<file path="src/rtl/prog_sequencer.sv">
// prog_sequencer: run controller for a small core. It holds the core in reset,
// clears it, lets it run until halt / end-of-program / cycle limit, drains the
// pipeline and then reports completion with a level req/done handshake.
module prog_sequencer #(
    parameter int D         = 12,
    parameter int END_PC    = 160,
    parameter int TIMEOUT   = 4000,
    parameter int CLR_CYC   = 2,
    parameter int DRAIN_CYC = 2
) (
    input  logic         clk,
    input  logic         reset,
    input  logic         req,
    input  logic [D-1:0] prog_ctr,
    input  logic         halt,
    output logic         core_rst,
    output logic         core_en,
    output logic         busy,
    output logic         done,
    output logic         timeout,
    output logic [15:0]  cycle_cnt
);

    typedef enum logic [2:0] {
        IDLE  = 3'd0,
        CLEAR = 3'd1,
        RUN   = 3'd2,
        DRAIN = 3'd3,
        DONE  = 3'd4
    } state_t;

    // Counters reload with N-1 so the state lasts exactly N cycles.
    localparam logic [3:0]   CLR_LOAD   = 4'(CLR_CYC - 1);
    localparam logic [3:0]   DRAIN_LOAD = 4'(DRAIN_CYC - 1);
    localparam logic [D-1:0] END_PC_V   = D'(END_PC);
    localparam logic [15:0]  TO_LAST    = 16'(TIMEOUT - 1);

    state_t     state, next_state;
    logic       req_q;
    logic [3:0] cnt;
    logic       start;
    logic       end_cond;
    logic       limit;

    assign start    = req & ~req_q;
    assign end_cond = halt | (prog_ctr >= END_PC_V);
    assign limit    = (cycle_cnt == TO_LAST);

    // State register
    always_ff @(posedge clk or posedge reset) begin
        if (reset) state <= IDLE;
        else       state <= next_state;
    end

    // Next-state logic; halt/prog_ctr only matter in RUN
    always_comb begin
        next_state = state;
        case (state)
            IDLE:    if (start)              next_state = CLEAR;
            CLEAR:   if (cnt == 4'd0)        next_state = RUN;
            RUN:     if (end_cond || limit)  next_state = DRAIN;
            DRAIN:   if (cnt == 4'd0)        next_state = DONE;
            DONE:    if (!req)               next_state = IDLE;
            default:                         next_state = IDLE;
        endcase
    end

    // Outputs are a pure decode of the registered state
    always_comb begin
        core_rst = 1'b0;
        core_en  = 1'b0;
        busy     = 1'b0;
        done     = 1'b0;
        case (state)
            IDLE:  core_rst = 1'b1;
            CLEAR: begin core_rst = 1'b1; busy = 1'b1; end
            RUN:   begin core_en  = 1'b1; busy = 1'b1; end
            DRAIN: busy = 1'b1;
            DONE:  done = 1'b1;
            default: core_rst = 1'b1;
        endcase
    end

    // Registered copy of req for rising-edge start detection
    always_ff @(posedge clk or posedge reset) begin
        if (reset) req_q <= 1'b0;
        else       req_q <= req;
    end

    // CLEAR/DRAIN down counter, reloaded when either state is entered
    always_ff @(posedge clk or posedge reset) begin
        if (reset)
            cnt <= 4'd0;
        else if (state != CLEAR && next_state == CLEAR)
            cnt <= CLR_LOAD;
        else if (state != DRAIN && next_state == DRAIN)
            cnt <= DRAIN_LOAD;
        else if (cnt != 4'd0)
            cnt <= cnt - 4'd1;
    end

    // Run statistics: cleared on start, updated only in RUN, held otherwise.
    // The exit cycle of RUN is itself counted; an end condition on the limit
    // cycle takes priority over the timeout flag.
    always_ff @(posedge clk or posedge reset) begin
        if (reset) begin
            cycle_cnt <= 16'd0;
            timeout   <= 1'b0;
        end else if (state == IDLE && start) begin
            cycle_cnt <= 16'd0;
            timeout   <= 1'b0;
        end else if (state == RUN) begin
            if (cycle_cnt != 16'hFFFF) cycle_cnt <= cycle_cnt + 16'd1;
            if (limit && !end_cond)    timeout   <= 1'b1;
        end
    end

endmodule

</file>
<file path="config.mk">
export PLATFORM = sky130hd
export DESIGN_NAME = prog_sequencer
export DESIGN_NICKNAME = d
export VERILOG_FILES = /design/src/rtl/prog_sequencer.sv
export SDC_FILE = /design/constraint.sdc
export NUM_CORES = 1
export LEC_CHECK = 0
export CORE_MARGIN = 2
export CORE_UTILIZATION = 48
export CTS_CLUSTER_DIAMETER = 200
export DETAILED_ROUTE_END_ITERATION = 10
export PLACE_DENSITY_LB_ADDON = 0.08
export SETUP_SLACK_MARGIN = 0.5
export SYNTH_ARGS = -nofsm -noshare
export SYNTH_HDL_FRONTEND = slang
export SYNTH_SLANG_ARGS = --single-unit
</file>
<file path="constraint.sdc">
create_clock -name clk -period 2 [get_ports clk]
set_input_delay 0.4 -clock clk [delete_from_list [all_inputs] [get_ports clk]]
set_output_delay 0.4 -clock clk [all_outputs]
set_load 0.005 [all_outputs]
</file>
==> out/qor.yml, run 1 <==
run_status:
  outcome: "finished, final reports clean"
pwr:
  post-layout-total-power_mw: 2.49
  power_frac_seq: 0.308
  cellInternalPower_mw: 1.54
  power_density_nw_per_um2: 989
  power_frac_comb: 0.593
  max-vdd-ir-drop_v: 0.00130
  relative_contribution_of_the_clock_network_to_total_power: 0.099
  switching_share: 0.383
  switchingPower_uw: 955
  power_leakage_nw: 1.24
logic_synthesis:
  post_synth_instance_area_um2: 1410
  synth_nets: 168
  synthesis.area_per_instance_um2: 9.40
  synth.ff_latch_count: 25
  area_share_of_the_leading_cell_type_in_the_synthesized_netlist: 0.444
  async_flop_share: 1.00
  ys_seq_area_frac: 0.444
  most_used_flip_flop_cell_after_synthesis: "sky130_fd_sc_hd__dfrtp_1"
  ys_top_cells_by_area: "sky130_fd_sc_hd__dfrtp_1 (44%), sky130_fd_sc_hd__mux2i_1 (5.7%), sky130_fd_sc_hd__nand2_1 (4.8%)"
  count_of_flip_flops_with_a_built_in_enable_after_synthesis: 0
  post-synth-top-count-cell: "sky130_fd_sc_hd__dfrtp_1"
  post-synth-top-area-cell: "sky130_fd_sc_hd__dfrtp_1"
  synth.top_cells.by_count: "sky130_fd_sc_hd__dfrtp_1 (25), sky130_fd_sc_hd__nand2_1 (18), sky130_fd_sc_hd__a21oi_1 (11)"
  netlist-cell-type-count: 35
  synthCells: 150
  yosys_warning_total: 0
clock_network:
  cts-root-to-sink-buffers: 2
  clock_sink_count: 25
  htree_levels: 1
  tritoncts: "done"
  cts_inserted_buffers: 3
  clk_transition_reported_paths_ns: 0.16
  postCtsHoldBufs: 0
  cts-root-buf: "sky130_fd_sc_hd__clkbuf_4"
  source_to_sink_clock_delay_at_the_later_pin_of_the_worst_skew_pair_ns: 0.34
placement:
  placement.cell_area_um2: 1840
  detailedPlacementHpwl_um: 2720
  weighted_congestion_reported_at_the_end_of_routability_driven_placement: 0.896
  placement.io_buffers: 31
critical_path:
  startpoint: "state[2]"
  crit_fanout: 4
  worst_ep_arrival_time_ns: 2.21
  worst_setup_path_end_kind: "flop"
  startpoint_type: "flop"
  r2r_start: "state[2]"
  critical_path_class: "reg -> reg"
  critPathRequiredTime_ns: 2.22
detailed_routing:
  num_vias: 1855
  drt_pre_antenna_iters: 5
  routed_wire_length_per_instance_um: 22.3
  wl_um: 6310
  drt_drc_violations_left: 0
  vias_per_cell: 6.55
  detail-route-antenna-nets: 0
  drt_iter0_drc: 220
global_route:
  grt_start_max_net_pins: 18
  number_of_global_route_vias_before_repair: 1602
  overflow: 0
  grt_resource_usage_total: 0.305
  antenna_found_initial: 0
  grt_first_pass_wirelength_um: 7850
layout:
  antenna_cells_inserted: 0
  post-route-util: 0.906
  fill_cells: 116
  stdcell_area_um2: 2520
  areaGrowthSynthToFinish_pct: 78.8
  fraction_of_final_layout_cells_sized_beyond_drive_strength_1: 0.508
  finalNetCount: 271
die:
  die_x_um: 58.2
  core_area_um2: 2780
  start_util: 0.507
  die_area_um2: 3390
  ioPinCount: 37
  die-height_um: 58.2
  placementRows: 19
flow_run:
  max-cap-violations: 0
min_path:
  kind_of_path_behind_the_tightest_hold_check: "in -> async"
timing:
  setup_viol: 0
  post-route-min-period_ns: 2.00
  hold-worst-slack_ns: 0.330
  unrepaired_setup_endpoints_after_global_routing: "true"
  worst_slew_pin_slew_ns: 0.420
  final_max_slew_viols: 0
  final_cycle_share: 0.999
  finalHoldViolCount: 0
  fin_skew_ns: 0.0125
  slew_margin_rel: 0.719
  max_clock_freq_mhz: 501
critical path, cell delays in order, from the launching register on:
cell and delay [ns]:
sky130_fd_sc_hd__dfrtp_2 0.49, sky130_fd_sc_hd__buf_6 0.13, sky130_fd_sc_hd__and4bb_4 0.36, sky130_fd_sc_hd__buf_4 0.13
sky130_fd_sc_hd__nand2_4 0.07, sky130_fd_sc_hd__buf_4 0.15, sky130_fd_sc_hd__o41ai_2 0.45, sky130_fd_sc_hd__a21oi_2 0.10
per-stage QoR:
step / setup WS (ns) / setup TNS, ns / cells
2_1_floorplan: 0.206 / 0 / 150
3_3_place_gp: -0.116 / -0.431 / 217
3_5_place_dp: -0.143 / -0.618 / 217
4_1_cts: 0.121 / 0 / 258
5_1_grt: -0.0223 / -0.0223 / 283
6_report: 0.00270 / 0 / 283
cell families (layout without fill, tap and decap cells):
group	Yosys count	after routing	share of synthesized area
XOR/XNOR	2	2	0.0124
flip-flops	25	25	0.444
AND/OR/NAND/NOR	75	75	0.308
buffers and inverters	10	112	0.0266
adder cells (fa/ha/maj)	2	2	0.0177
AO/OA/AOI/OAI	27	27	0.127
multiplexers	9	9	0.0648
final timing paths:
| check | endpoint | slack, ns | depth (start not counted) |
|---|---|---|---|
| max | cycle_cnt[14] | 0.003 | 7 |
| min | state[2] | 0.33 | 2 |
| max reg2reg | cycle_cnt[14] | 0.003 | 7 |
| min reg2reg | cycle_cnt[4] | 0.54 | 1 |
| max in group asynchronous | cycle_cnt[2] | 1.08 | 3 |
| min in group clk | cycle_cnt[4] | 0.54 | 1 |
state kept, by name, summed over array words and instances (netlist names):
name / count
state: 3
timeout: 1
cnt: 4
req_q: 1
cycle_cnt: 16
placed cells by master (no fill, tap or decap), types with 3 or more instances in the layout:
cell type | synthesis | layout
sky130_fd_sc_hd__nor3_1 | 6 | 4
sky130_fd_sc_hd__nand4_1 | 5 | 5
sky130_fd_sc_hd__a21oi_1 | 11 | 7
sky130_fd_sc_hd__buf_2 | 0 | 4
sky130_fd_sc_hd__a21oi_2 | 0 | 4
sky130_fd_sc_hd__dlygate4sd2_1 | 0 | 12
sky130_fd_sc_hd__buf_4 | 0 | 50
sky130_fd_sc_hd__clkbuf_4 | 0 | 3
sky130_fd_sc_hd__nor2_1 | 10 | 8
sky130_fd_sc_hd__nand2_1 | 18 | 15
sky130_fd_sc_hd__nand3_1 | 4 | 4
sky130_fd_sc_hd__mux2i_1 | 8 | 8
sky130_fd_sc_hd__dfrtp_1 | 25 | 18
sky130_fd_sc_hd__inv_1 | 6 | 6
sky130_fd_sc_hd__clkbuf_2 | 0 | 4
sky130_fd_sc_hd__or4_1 | 7 | 4
sky130_fd_sc_hd__dfrtp_2 | 0 | 7
sky130_fd_sc_hd__nand2b_1 | 5 | 5
sky130_fd_sc_hd__or4_4 | 1 | 4
sky130_fd_sc_hd__or3_1 | 4 | 3
sky130_fd_sc_hd__buf_6 | 0 | 25
sky130_fd_sc_hd__clkdlybuf4s50_1 | 0 | 7
repair_timing:
action                     CTS  global route
gates resized for setup     82            38
pin swaps                   19            10
buffers inserted            37            25
setup endpoints to repair   44            36
per-layer routing:
metal  routed length (µm)  global-route usage
met5                    0                   0
met4                  443               0.116
met3                  601              0.0491
met2                 2950               0.516
met1                 2310               0.391
power by group through the flow:
stage / clock [mW] / combinational [mW] / sequential, mW
3_3_place_gp: 0 / 0.772 / 0.792
4_1_cts: 0.239 / 1.13 / 0.763
3_5_place_dp: 0 / 0.802 / 0.805
5_1_grt: 0.259 / 1.57 / 0.781
6_report: 0.248 / 1.48 / 0.768
2_1_floorplan: 0 / 0.464 / 0.768
cell type report:
| cell class | instances | area [µm²] | share of cell area |
|---|---|---|---|
| Timing Repair Buffer | 102 | 872 | 0.346 |
| Multi-Input combinational cell | 115 | 927 | 0.368 |
| Clock buffer | 4 | 26.3 | 0.0104 |
| Tap cell | 31 | 38.8 | 0.0154 |
| Inverter | 6 | 22.5 | 0.00893 |
| Sequential cell | 25 | 634 | 0.252 |
Power figures use the tool's default switching activity.
==> run 2, diff against run 1 <==
--- a/config.mk
+++ b/config.mk
@@ -9,6 +9,7 @@
 export CORE_UTILIZATION = 48
 export CTS_CLUSTER_DIAMETER = 200
 export DETAILED_ROUTE_END_ITERATION = 10
+export HOLD_SLACK_MARGIN = 0.12
 export PLACE_DENSITY_LB_ADDON = 0.08
 export SETUP_SLACK_MARGIN = 0.5
 export SYNTH_ARGS = -nofsm -noshare
==> results of run 2 <==
The final DEF is identical to that of run 1; final timing and power are the same.
==> run 3, diff against run 2 <==
--- a/config.mk
+++ b/config.mk
@@ -9,8 +9,10 @@
 export CORE_UTILIZATION = 48
 export CTS_CLUSTER_DIAMETER = 200
 export DETAILED_ROUTE_END_ITERATION = 10
+export GPL_TIMING_DRIVEN = 0
 export HOLD_SLACK_MARGIN = 0.12
 export PLACE_DENSITY_LB_ADDON = 0.08
+export REMOVE_ABC_BUFFERS = 1
 export SETUP_SLACK_MARGIN = 0.5
 export SYNTH_ARGS = -nofsm -noshare
 export SYNTH_HDL_FRONTEND = slang
==> run 3 against run 2 <==
Compared with the run above: critical path type unchanged; first-iteration DRC count increased by 14%; the flow now finishes with violations (setup timing); via count decreased by 3.9%; clock skew decreased by 0.0095 ns.
==> out/qor.yml, run 3 (synthesized netlist as in run 1, its figures left out) <==
run_status:
  outcome: "complete, but fails checks"
  violated_checks: "setup timing"
min_path:
  min_delay_worst_endpoint: "timeout"
  worstHoldPathCells: 1
  kind_of_path_behind_the_tightest_hold_check: "reg -> reg"
  timing.hold.worst.start: "timeout"
detailed_routing:
  vias_per_cell: 6.39
  detail-route-antenna-nets: 0
  drt_pre_antenna_iters: 6
  drt_drc_violations_left: 0
  num_vias: 1783
  routed_wire_length_per_instance_um: 22.2
  wl_um: 6180
  drt_iter0_drc: 251
timing:
  fin_skew_ns: 0.00297
  post-route-min-period_ns: 2.08
  worst_slew_pin_slew_ns: 0.959
  final_cycle_share: 1.04
  final_critical_path_setup_slack_ns: -0.0778
  unrepaired_setup_endpoints_after_global_routing: "true"
  final_max_slew_viols: 0
  finalHoldViolCount: 0
  slew_margin_rel: 0.360
  max_clock_freq_mhz: 481
  setup_viol: 1
clock_network:
  clock_sink_count: 25
  source_to_sink_clock_delay_at_the_later_pin_of_the_worst_skew_pair_ns: 0.33
  clk_transition_reported_paths_ns: 0.15
  tritoncts: "done"
  cts_inserted_buffers: 3
  cts-root-to-sink-buffers: 2
  postCtsHoldBufs: 0
  htree_levels: 1
  cts-root-buf: "sky130_fd_sc_hd__clkbuf_4"
critical_path:
  critical_path.n_buffers_inverters: 2
  cell_family_with_most_cp_delay: "simple AND/OR/NAND/NOR gates"
  r2r_cells: 6
  worst_ep_arrival_time_ns: 2.28
  crit_fanout: 4
  worst_path_largest_cell_delay_ns: 0.48
  startpoint_type: "flop"
  worst_setup_path_end_kind: "flop"
  crit_chain: "buf_6 > and4bb_2 > nand4_1 > buf_4 > o31ai_1 > a21oi_1"
  critPathRequiredTime_ns: 2.20
  startpoint: "state[2]"
  critical_path_class: "reg -> reg"
  r2r_start: "state[2]"
  worstReg2RegEnd: "cycle_cnt[10]"
  critical-path-slowest-cell: "sky130_fd_sc_hd__dfrtp_2"
  r2r_setup_slack_ns: -0.08
flow_run:
  max-cap-violations: 0
layout:
  final_common_cell: "sky130_fd_sc_hd__buf_4"
  stdcell_count: 279
  largestRegisters: "cycle_cnt: 16 flops, cnt: 4 flops, state: 3 flops"
  areaGrowthSynthToFinish_pct: 81.3
  largest-register: "cycle_cnt"
  most-common-layout-cells: "sky130_fd_sc_hd__buf_4 (47), sky130_fd_sc_hd__buf_6 (22), sky130_fd_sc_hd__dfrtp_1 (16)"
  multi_input_area_um2: 975
  antenna_cells_inserted: 0
  fraction_of_final_layout_cells_sized_beyond_drive_strength_1: 0.516
  fill_cells: 108
  layout.area.seq_um2: 637
  finalNetCount: 267
  largest_register_ff_count: 16
placement:
  detailedPlacementHpwl_um: 2430
  placedCellCount: 208
  placement.setup.worst_slack_ns: -0.351
  weighted_congestion_reported_at_the_end_of_routability_driven_placement: 0.915
  placement.io_buffers: 31
global_route:
  number_of_global_route_vias_before_repair: 1543
  met1_capacity_usage_during_global_routing: 0.345
  grt_resource_usage_total: 0.265
  grt_first_pass_wirelength_um: 6990
  routing_layer_with_the_top_usage_in_global_route: "met2"
  antenna_found_initial: 0
  overflow: 0
  global_route.usage.met2: 0.458
  grt.met3_usage: 0.0268
  grt_start_max_net_pins: 26
pwr:
  max-vdd-ir-drop_v: 0.00115
  power_leakage_nw: 1.22
  power_density_nw_per_um2: 1020
die:
  die-height_um: 58.2
  core_area_um2: 2780
  die_x_um: 58.2
  die_area_um2: 3390
  start_util: 0.507
  ioPinCount: 37
  placementRows: 19
[run 3: cell count changes in the layout (fill, tap and decap cells not counted), sizes merged]
cell	delta
buf	-7
clkbuf	-4
clkdlybuf4s50	+3
dlygate4sd2	+3
clkdlybuf4s15	+1
[run 3: worst max-delay path by stage]
stage	slack, ns	cells past startpoint	to
after floorplan	0.19	4	timeout
after global placement	-0.27	5	state[0]
after detailed placement	-0.35	5	cnt[0]
after CTS	0.14	4	timeout
after global routing	-0.05	6	cycle_cnt[10]
final	-0.08	6	cycle_cnt[10]
[run 3: what timing repair did]
| action | 4_1_cts | 5_1_grt |
|---|---|---|
| setup buffers | 44 | 23 |
| resized for setup | 76 | 43 |
| endpoints found under the setup margin | 45 | 31 |
| pin swaps | 31 | 17 |
[run 3: cell type report]
type / instances / share of cell area
Tap cell: 31 / 0.0152
Timing Repair Buffer: 98 / 0.335
Inverter: 6 / 0.00881
Sequential cell: 25 / 0.249
Multi-Input combinational cell: 115 / 0.381
Clock buffer: 4 / 0.0103
[run 3: stage by stage]
| stage | total power, mW | area [µm²] | hold WS [ns] | setup TNS (ns) | utilization |
|---|---|---|---|---|---|
| after floorplan | 1.19 | 1400 | 0.427 | 0 | - |
| after CTS | 2.13 | 2220 | 0.507 | 0 | 0.799 |
| after global placement | 1.49 | 1740 | 0.482 | -0.720 | 0.627 |
| after detailed placement | 1.53 | 1740 | 0.486 | -1.12 | 0.627 |
| final | 2.60 | 2560 | 0.515 | -0.0778 | 0.919 |
| after global routing | 2.71 | 2560 | 0.521 | -0.0474 | 0.919 |
[run 3: routing by layer]
metal  share of wire  wire length, µm  up-vias
li1                -                -      755
met1            0.40             2500      840
met2            0.47             2890      161
met3           0.082              506       27
met4           0.046              286        0
met5               0                0        -
[run 3: power by group]
part           internal [mW]  switching [mW]  total (mW)
clock                 0.0783           0.165       0.243
sequential             0.640           0.181       0.820
combinational          0.876           0.664        1.54
total                   1.59            1.01        2.60
